**src/rtl/uart_frame_pkg.sv**
```systemverilog
// Shared types and constants for the UART command-frame parser and its TX responder.
package uart_frame_pkg;

  typedef enum logic [1:0] {
    ST_IDLE    = 2'd0,
    ST_PAYLOAD = 2'd1,
    ST_CHECK   = 2'd2
  } state_t;

  localparam logic [7:0] RSP_OK      = 8'h00;
  localparam logic [7:0] RSP_CRC_ERR = 8'hE1;
  localparam logic [7:0] RSP_TIMEOUT = 8'hE2;

  localparam logic [7:0]  HEADER_BYTE_DEF = 8'hAA;
  localparam logic [7:0]  CRC_POLY_DEF    = 8'h07;
  localparam logic [7:0]  CRC_INIT_DEF    = 8'h00;
  localparam int unsigned PAYLOAD_LEN_DEF = 11;
  localparam int unsigned TIMEOUT_CYC_DEF = 43400;

endpackage

```
**src/rtl/crc8_step.sv**
```systemverilog
// One-byte CRC-8 update, MSB-first, no reflection; purely combinational.
module crc8_step #(
  parameter logic [7:0] POLY = 8'h07
) (
  input  logic [7:0] crc_in,
  input  logic [7:0] data,
  output logic [7:0] crc_out
);

  always_comb begin
    crc_out = crc_in ^ data;
    for (int i = 0; i < 8; i++) begin
      crc_out = crc_out[7] ? ({crc_out[6:0], 1'b0} ^ POLY) : {crc_out[6:0], 1'b0};
    end
  end

endmodule

```
**src/rtl/uart_frame_parser.sv**
```systemverilog
// Assembles header-delimited UART bytes into fixed-length frames, checks CRC-8 and
// commits good payloads atomically to the register-mapper bus.
module uart_frame_parser
  import uart_frame_pkg::*;
#(
  parameter int unsigned PAYLOAD_LEN = PAYLOAD_LEN_DEF,
  parameter logic [7:0]  HEADER_BYTE = HEADER_BYTE_DEF,
  parameter logic [7:0]  CRC_POLY    = CRC_POLY_DEF,
  parameter logic [7:0]  CRC_INIT    = CRC_INIT_DEF,
  parameter int unsigned TIMEOUT_CYC = TIMEOUT_CYC_DEF
) (
  input  logic                     sys_clk,
  input  logic                     sys_rst,
  input  logic [7:0]               uart_data,
  input  logic                     uart_done,
  output logic [8*PAYLOAD_LEN-1:0] rev_data_bus,
  output logic                     pack_done,
  output logic                     recv_done,
  output logic [7:0]               response_data,
  output logic [7:0]               pack_num,
  output logic                     frame_busy
);

  localparam int unsigned IDX_W = $clog2(PAYLOAD_LEN);
  localparam int unsigned GAP_W = $clog2(TIMEOUT_CYC);

  localparam logic [IDX_W-1:0] IDX_LAST = IDX_W'(PAYLOAD_LEN - 1);
  localparam logic [GAP_W-1:0] GAP_TERM = GAP_W'(TIMEOUT_CYC - 1);
  localparam logic [GAP_W-1:0] GAP_MAX  = '1;

  state_t state_q, state_d;

  logic [PAYLOAD_LEN-1:0][7:0] shadow_q;
  logic [IDX_W-1:0]            idx_q;
  logic [7:0]                  crc_q;
  logic [7:0]                  crc_next_c;
  logic [GAP_W-1:0]            gap_q;

  logic gap_term_c;
  logic start_c;
  logic capture_c;
  logic commit_c;
  logic crc_err_c;
  logic timeout_c;

  crc8_step #(
    .POLY(CRC_POLY)
  ) u_crc8_step (
    .crc_in (crc_q),
    .data   (uart_data),
    .crc_out(crc_next_c)
  );

  assign gap_term_c = (gap_q == GAP_TERM);

  // State register
  always_ff @(posedge sys_clk or posedge sys_rst) begin
    if (sys_rst) begin
      state_q <= ST_IDLE;
    end else begin
      state_q <= state_d;
    end
  end

  // Next state and per-cycle frame events; a byte always beats the timeout
  always_comb begin
    state_d   = state_q;
    start_c   = 1'b0;
    capture_c = 1'b0;
    commit_c  = 1'b0;
    crc_err_c = 1'b0;
    timeout_c = 1'b0;
    case (state_q)
      ST_IDLE: begin
        if (uart_done && (uart_data == HEADER_BYTE)) begin
          start_c = 1'b1;
          state_d = ST_PAYLOAD;
        end
      end
      ST_PAYLOAD: begin
        if (uart_done) begin
          capture_c = 1'b1;
          if (idx_q == IDX_LAST) begin
            state_d = ST_CHECK;
          end
        end else if (gap_term_c) begin
          timeout_c = 1'b1;
          state_d   = ST_IDLE;
        end
      end
      ST_CHECK: begin
        if (uart_done) begin
          if (uart_data == crc_q) begin
            commit_c = 1'b1;
          end else begin
            crc_err_c = 1'b1;
          end
          state_d = ST_IDLE;
        end else if (gap_term_c) begin
          timeout_c = 1'b1;
          state_d   = ST_IDLE;
        end
      end
      default: begin
        state_d = ST_IDLE;
      end
    endcase
  end

  // Frame assembly: shadow buffer, byte index, running CRC
  always_ff @(posedge sys_clk or posedge sys_rst) begin
    if (sys_rst) begin
      shadow_q <= '0;
      idx_q    <= '0;
      crc_q    <= 8'h00;
    end else begin
      if (start_c) begin
        idx_q <= '0;
        crc_q <= CRC_INIT;
      end else if (capture_c) begin
        shadow_q[idx_q] <= uart_data;
        idx_q           <= idx_q + IDX_W'(1);
        crc_q           <= crc_next_c;
      end
    end
  end

  // Inter-byte gap counter: held clear outside a frame, saturating inside
  always_ff @(posedge sys_clk or posedge sys_rst) begin
    if (sys_rst) begin
      gap_q <= '0;
    end else if ((state_q == ST_IDLE) || (state_d == ST_IDLE) || uart_done) begin
      gap_q <= '0;
    end else if (gap_q != GAP_MAX) begin
      gap_q <= gap_q + GAP_W'(1);
    end
  end

  // Registered outputs to the mapper and the TX responder
  always_ff @(posedge sys_clk or posedge sys_rst) begin
    if (sys_rst) begin
      rev_data_bus  <= '0;
      pack_done     <= 1'b0;
      recv_done     <= 1'b0;
      response_data <= RSP_OK;
      pack_num      <= 8'h00;
      frame_busy    <= 1'b0;
    end else begin
      pack_done  <= commit_c;
      recv_done  <= commit_c | crc_err_c | timeout_c;
      frame_busy <= (state_d != ST_IDLE);
      if (commit_c) begin
        rev_data_bus  <= shadow_q;
        pack_num      <= pack_num + 8'd1;
        response_data <= RSP_OK;
      end else if (crc_err_c) begin
        response_data <= RSP_CRC_ERR;
      end else if (timeout_c) begin
        response_data <= RSP_TIMEOUT;
      end
    end
  end

endmodule
```
**config.mk**
```make
export PLATFORM = sky130hd
export DESIGN_NAME = uart_frame_parser
export DESIGN_NICKNAME = d
export VERILOG_FILES = /design/src/rtl/uart_frame_pkg.sv /design/src/rtl/crc8_step.sv /design/src/rtl/uart_frame_parser.sv
export SDC_FILE = /design/constraint.sdc
export NUM_CORES = 1
export LEC_CHECK = 0
export BUFFER_PORTS_ARGS = -buffer_cell sky130_fd_sc_hd__buf_2
export CAP_MARGIN = 0
export CORE_ASPECT_RATIO = 0.5
export CORE_MARGIN = 2
export CORE_UTILIZATION = 44
export DETAILED_ROUTE_END_ITERATION = 12
export GPL_TIMING_DRIVEN = 0
export PLACE_DENSITY = 0.66
export SLEW_MARGIN = 0
export SYNTH_ARGS = -nofsm -noshare
export SYNTH_HDL_FRONTEND = slang
export SYNTH_SLANG_ARGS = --single-unit
export TNS_END_PERCENT = 30
```
**constraint.sdc**
```tcl
create_clock -name sys_clk -period 6.5 [get_ports sys_clk]
set_input_delay 0.65 -clock sys_clk [delete_from_list [all_inputs] [get_ports sys_clk]]
set_output_delay 0.65 -clock sys_clk [all_outputs]
set_load 0.02 [all_outputs]
```
After elaboration in Yosys (flattened, before gate mapping)
Index checks and enable logic that the tools add are counted.
W data, S select, Z words.
{"block": "word_totals", "register_bits": 225, "in_bits": 11, "output_inout_bits": 107, "wordCells": 96}
{"block": "classes", "add_sub_neg": 3, "n_lt_le_gt_ge": 2, "n_eq_ne": 7, "n_mux": 39, "n_bitwise": 12, "reduce_logical": 12}
{"cell": "$bwmux W88", "count": 1}
{"cell": "$mux W8", "count": 6}
{"cell": "$demux W8 S4", "count": 1}
{"cell": "$mux W16", "count": 2}
{"cell": "$mux W3", "count": 8}
{"cell": "$not A3 Y3", "count": 8}
{"cell": "$add A16 B1 Y16 const B", "count": 1}
{"cell": "$eq A16 B16 Y1 const B", "count": 1}
{"cell": "$ne A16 B16 Y1 const B", "count": 1}
{"cell": "$mux W1", "count": 13}
{"cell": "$mux W2", "count": 5}
{"cell": "$add A8 B1 Y8 const B", "count": 1}
{"cell": "$eq A8 B8 Y1", "count": 1}
{"cell": "$eq A8 B8 Y1 const B", "count": 1}
{"cell": "$mux W4", "count": 2}
{"cell": "$xor A8 B8 Y8", "count": 1}
{"cell": "$pmux W2 S3", "count": 1}
{"cell": "$reduce_bool A2 Y1", "count": 3}
{"cell": "$lt A4 B5 Y1 const B", "count": 1}
{"cell": "$add A4 B1 Y4 const B", "count": 1}
{"cell": "$eq A4 B4 Y1 const B", "count": 1}
{"cell": "$ge A4 B1 Y1 const B", "count": 1}
{"cell": "$logic_not A2 Y1", "count": 2}
{"cell": "$reduce_bool A3 Y1", "count": 1}
{"cell": "8 further kinds", "count": 11}

Logic depth before layout (Yosys ltp)
{"block": "depth", "depth_word": 19, "ltp_mapped": 9, "mapped_depth_nobuf": 8}

Cells and area by module
Synthesis repeated with hierarchy kept, for this count alone.
{"block": "unflattened", "cells_unflattened": 649, "area_unflattened_um2": 9121.2}
{"module": "uart_frame_parser", "instances": 1, "cells_per_inst": 628, "area_per_inst_um2": 8914.8, "seq_area_each_um2": 5505.3}
{"module": "crc8_step", "instances": 1, "cells_per_inst": 21, "area_per_inst_um2": 206.4, "seq_area_each_um2": 0.0}

Worst setup path after synthesis
OpenSTA, ideal clock, no wires.
{"block": "synth_path", "path_type": "input to register", "start": "input uart_data[7]", "end": "register rev_data_bus[10]", "setup_time_ps": 125, "arrival_ps": 2242, "path_slack_ps": 4133, "stages": 7, "path_buffers": 2, "path_cell_list": "xnor2_1 > ha_1 > nand3_1 > nor4_4 > buf_2 > buf_2 > mux2_2"}
{"block": "synth_via", "elab_chain_cells": 4}
{"item": "start, declared", "line_no": "uart_frame_parser.sv:14", "text": "input logic [7:0] uart_data,"}
{"item": "$eq A8 B8 Y1", "line_no": "uart_frame_parser.sv:93", "text": "if (uart_data == crc_q) begin"}
{"item": "$mux W1", "line_no": "uart_frame_parser.sv:93"}
{"item": "$mux W1", "line_no": "uart_frame_parser.sv:92", "text": "if (uart_done) begin"}
{"item": "$mux W1", "line_no": "uart_frame_parser.sv:73", "text": "case (state_q)"}
{"item": "end signal, assigned", "line_no": "uart_frame_parser.sv:153", "text": "rev_data_bus <= shadow_q;"}
{"item": "end, declared", "line_no": "uart_frame_parser.sv:16", "text": "output logic [8*PAYLOAD_LEN-1:0] rev_data_bus,"}
Every way passes these cells.
A chain may end at the register's enable or synchronous reset.

Final worst setup path
{"block": "layout_path", "start": "register state_q[0]", "end": "register rev_data_bus[27]"}
{"block": "layout_via", "elab_chain_cells": 2}
{"item": "start, declared", "line_no": "uart_frame_parser.sv:31", "text": "state_t state_q, state_d;"}
{"item": "start signal, assigned", "line_no": "uart_frame_parser.sv:61", "text": "state_q <= state_d;"}
{"item": "$eq A2 B2 Y1", "line_no": "uart_frame_parser.sv:73"}
{"item": "$mux W1", "line_no": "uart_frame_parser.sv:73"}
Every way passes these cells.

==> results.cfg <==
[setup_path]
cp-end-kind = flip-flop
r2r-end = rev_data_bus[27]
reg2reg_from = state_q[0]
start_kind = flip-flop
r2r_cells = 7
cp_max_fo = 10
required_ns = 6.88
path_class = flip-flop to flip-flop
reg2reg_slack_ns = 3.77
cp.arrival_ns = 3.11

[final_layout]
final_util = 0.536
syn2layout_area_growth_pct = 19.0
nets = 825
fin_cells = 1088
multi_input_area_um2 = 3550
final-seq-area_um2 = 5510
nFillCells = 1737
drive_above_1_share = 0.456

[drt]
viasPerCell = 5.10
drt_pass1_iterations = 4
wire_per_inst_um = 17.8
vias = 5546
ant_nets = 0
drt_drc_violations_left = 0
first_iter_violations = 233
wirelength_um = 19300

[grt]
gr-usage-met2 = 0.293
grt_pass1_wl_um = 31500
busiest_layer = met2
grt_max_degree = 44
grt-ovfl-total = 0
grt_use_met3 = 0.0393
antenna_found_initial = 2
grt_use_total = 0.180
grt_pass1_vias = 5784
met1_usage = 0.252

[floorplanning]
rows = 37
die_h_um = 107
coreArea_um2 = 20600
pin_count = 118
dieArea_um2 = 22300
dieWidth_um = 209
start_util = 0.451

[timing]
layout_min_cycle_time_ns = 2.73
period_share = 0.420
slew_violations = 0
tightestPinTransition_ns = 0.914
timing.fmax_mhz = 366
setup_violations = 0
fin_skew_ns = 0.0131
maxSlewHeadroom = 0.389
finalHoldViolCount = 0
fin_setup_tns_ns = 0
rsz0062_at_grt = false

[cts]
path_clk_slew_ns = 0.06
cts_made_buffers = 21
cts_tree = done
root_buffer = clkbuf_16
hold_buffers = 0
cts_buffer_depth = 3
clk_latency_ns = 0.50
cts_sinks = 220
htreeDepth = 1
cts_setup_buffers = 0
cts-resized-gates = 0

[synthesis]
synth_top_flop_cell = dfrtp_1
avgSynthCellArea_um2 = 14.1
yosys_warnings = 0
ys_seq_area_frac = 0.593
synth_top_area_cell = dfrtp_1
synth_top_area_frac = 0.593
ys_types = 47
netlist_top_cells_count = 220 x dfrtp_1, 176 x mux2_2, 34 x nand2_1, 28 x nor2_1
synth_edf_count = 0
async_flop_share = 1.00
yosysMostFrequentCell = dfrtp_1
synth_cells = 658
yosys-top-cells-area = dfrtp_1 59%, mux2_2 21%, xnor2_1 1.8%
synth_seq_cells = 220
syn_area_um2 = 9280

[placement]
port_buffers = 113
place_congestion = 0.810
dpl.cell_count = 1051
dp_hpwl_um = 13500

[power]
irDropWorstVdd_uv = 133
leakage_uw = 0.00576
powerDensity_nw_per_um2 = 285

[run]
timing.max_cap.violations = 0

[outcome]
status = finished, final reports clean

[min_path]
min-delay-path-class = primary input to asynchronous set/reset pin
==> metal layers <==
layer | wire [µm] | part of all wire | vias to the layer above
met4 | 228 | 0.012 | 0
li1 | - | - | 2575
met3 | 870 | 0.045 | 24
met1 | 9160 | 0.47 | 2869
met2 | 9070 | 0.47 | 78
met5 | 0 | 0 | -
==> stage by stage <==
stage	area (µm²)	total power, µW	worst slack, ns	hold WS, ns
5_1_grt	11000	3290	3.56	0.386
2_1_floorplan	9290	1790	2.98	0.452
3_3_place_gp	10200	1850	1.79	0.456
3_5_place_dp	10300	1870	3.32	0.466
6_report	11000	3150	3.77	0.337
4_1_cts	11000	3190	3.74	0.338
==> cell type report <==
type / instances / share of cell area
tap: 273 / 0.0309
buffer: 37 / 0.0178
multi-input combinational: 393 / 0.322
clock buffer: 27 / 0.0532
sequential: 220 / 0.498
inverter: 10 / 0.00374
timing repair buffer: 118 / 0.0603
clock inverter: 9 / 0.0138
antenna: 1 / 0.000227
==> where the power goes <==
group | switching, µW | leakage, µW | total, µW | internal, µW
sequential | 47.7 | 0.00305 | 1490 | 1440
clock | 509 | 0.000367 | 1310 | 799
combinational | 187 | 0.00235 | 354 | 167
==> registers in the layout, summed over array words and instances, names as in the netlist <==
signal / cells
rev_data_bus: 88
shadow_q: 88
gap_q: 16
crc_q: 8
pack_num: 8
idx_q: 4
response_data: 3
state_q: 2
frame_busy: 1
pack_done: 1
recv_done: 1
==> placed cells by master (no fill, tap or decap), types with 14 or more instances in the layout <==
cell type,Yosys,layout
xor2_1,15,15
mux2_2,176,176
dfrtp_1,220,220
nor2_1,28,28
buf_2,19,132
clkbuf_16,0,21
xnor2_1,19,19
a21oi_1,14,14
nand2_1,34,34
==> worst max-delay path, cell delays in order (launching register included) <==
cell and delay [ns]:
dfrtp_1 0.42, inv_1 0.15, ha_1 0.19, nand2_1 0.18
nor4_4 0.56, buf_2 0.41, buf_2 0.32, mux2_2 0.38
==> cell families after synthesis <==
kind of cell | after synthesis | synth area share
other cells | 1 | 0.000404
compound gates | 31 | 0.0213
flops | 220 | 0.593
buf+inv | 47 | 0.0252
fa+ha+maj | 13 | 0.0175
xor+xnor | 39 | 0.0435
mux | 178 | 0.216
simple gates | 129 | 0.0832
==> worst max-delay path by stage <==
stage	startpoint	end	slack, ns	cells past startpoint
floorplan	sys_rst	crc_q[0]	2.98	1
global placement	sys_rst	rev_data_bus[20]	1.79	2
detailed placement	uart_data[6]	rev_data_bus[11]	3.32	8
CTS	state_q[0]	rev_data_bus[11]	3.74	7
global route	state_q[0]	rev_data_bus[11]	3.56	7
finish	state_q[0]	rev_data_bus[27]	3.77	7
(Power assumes the default switching activity.)
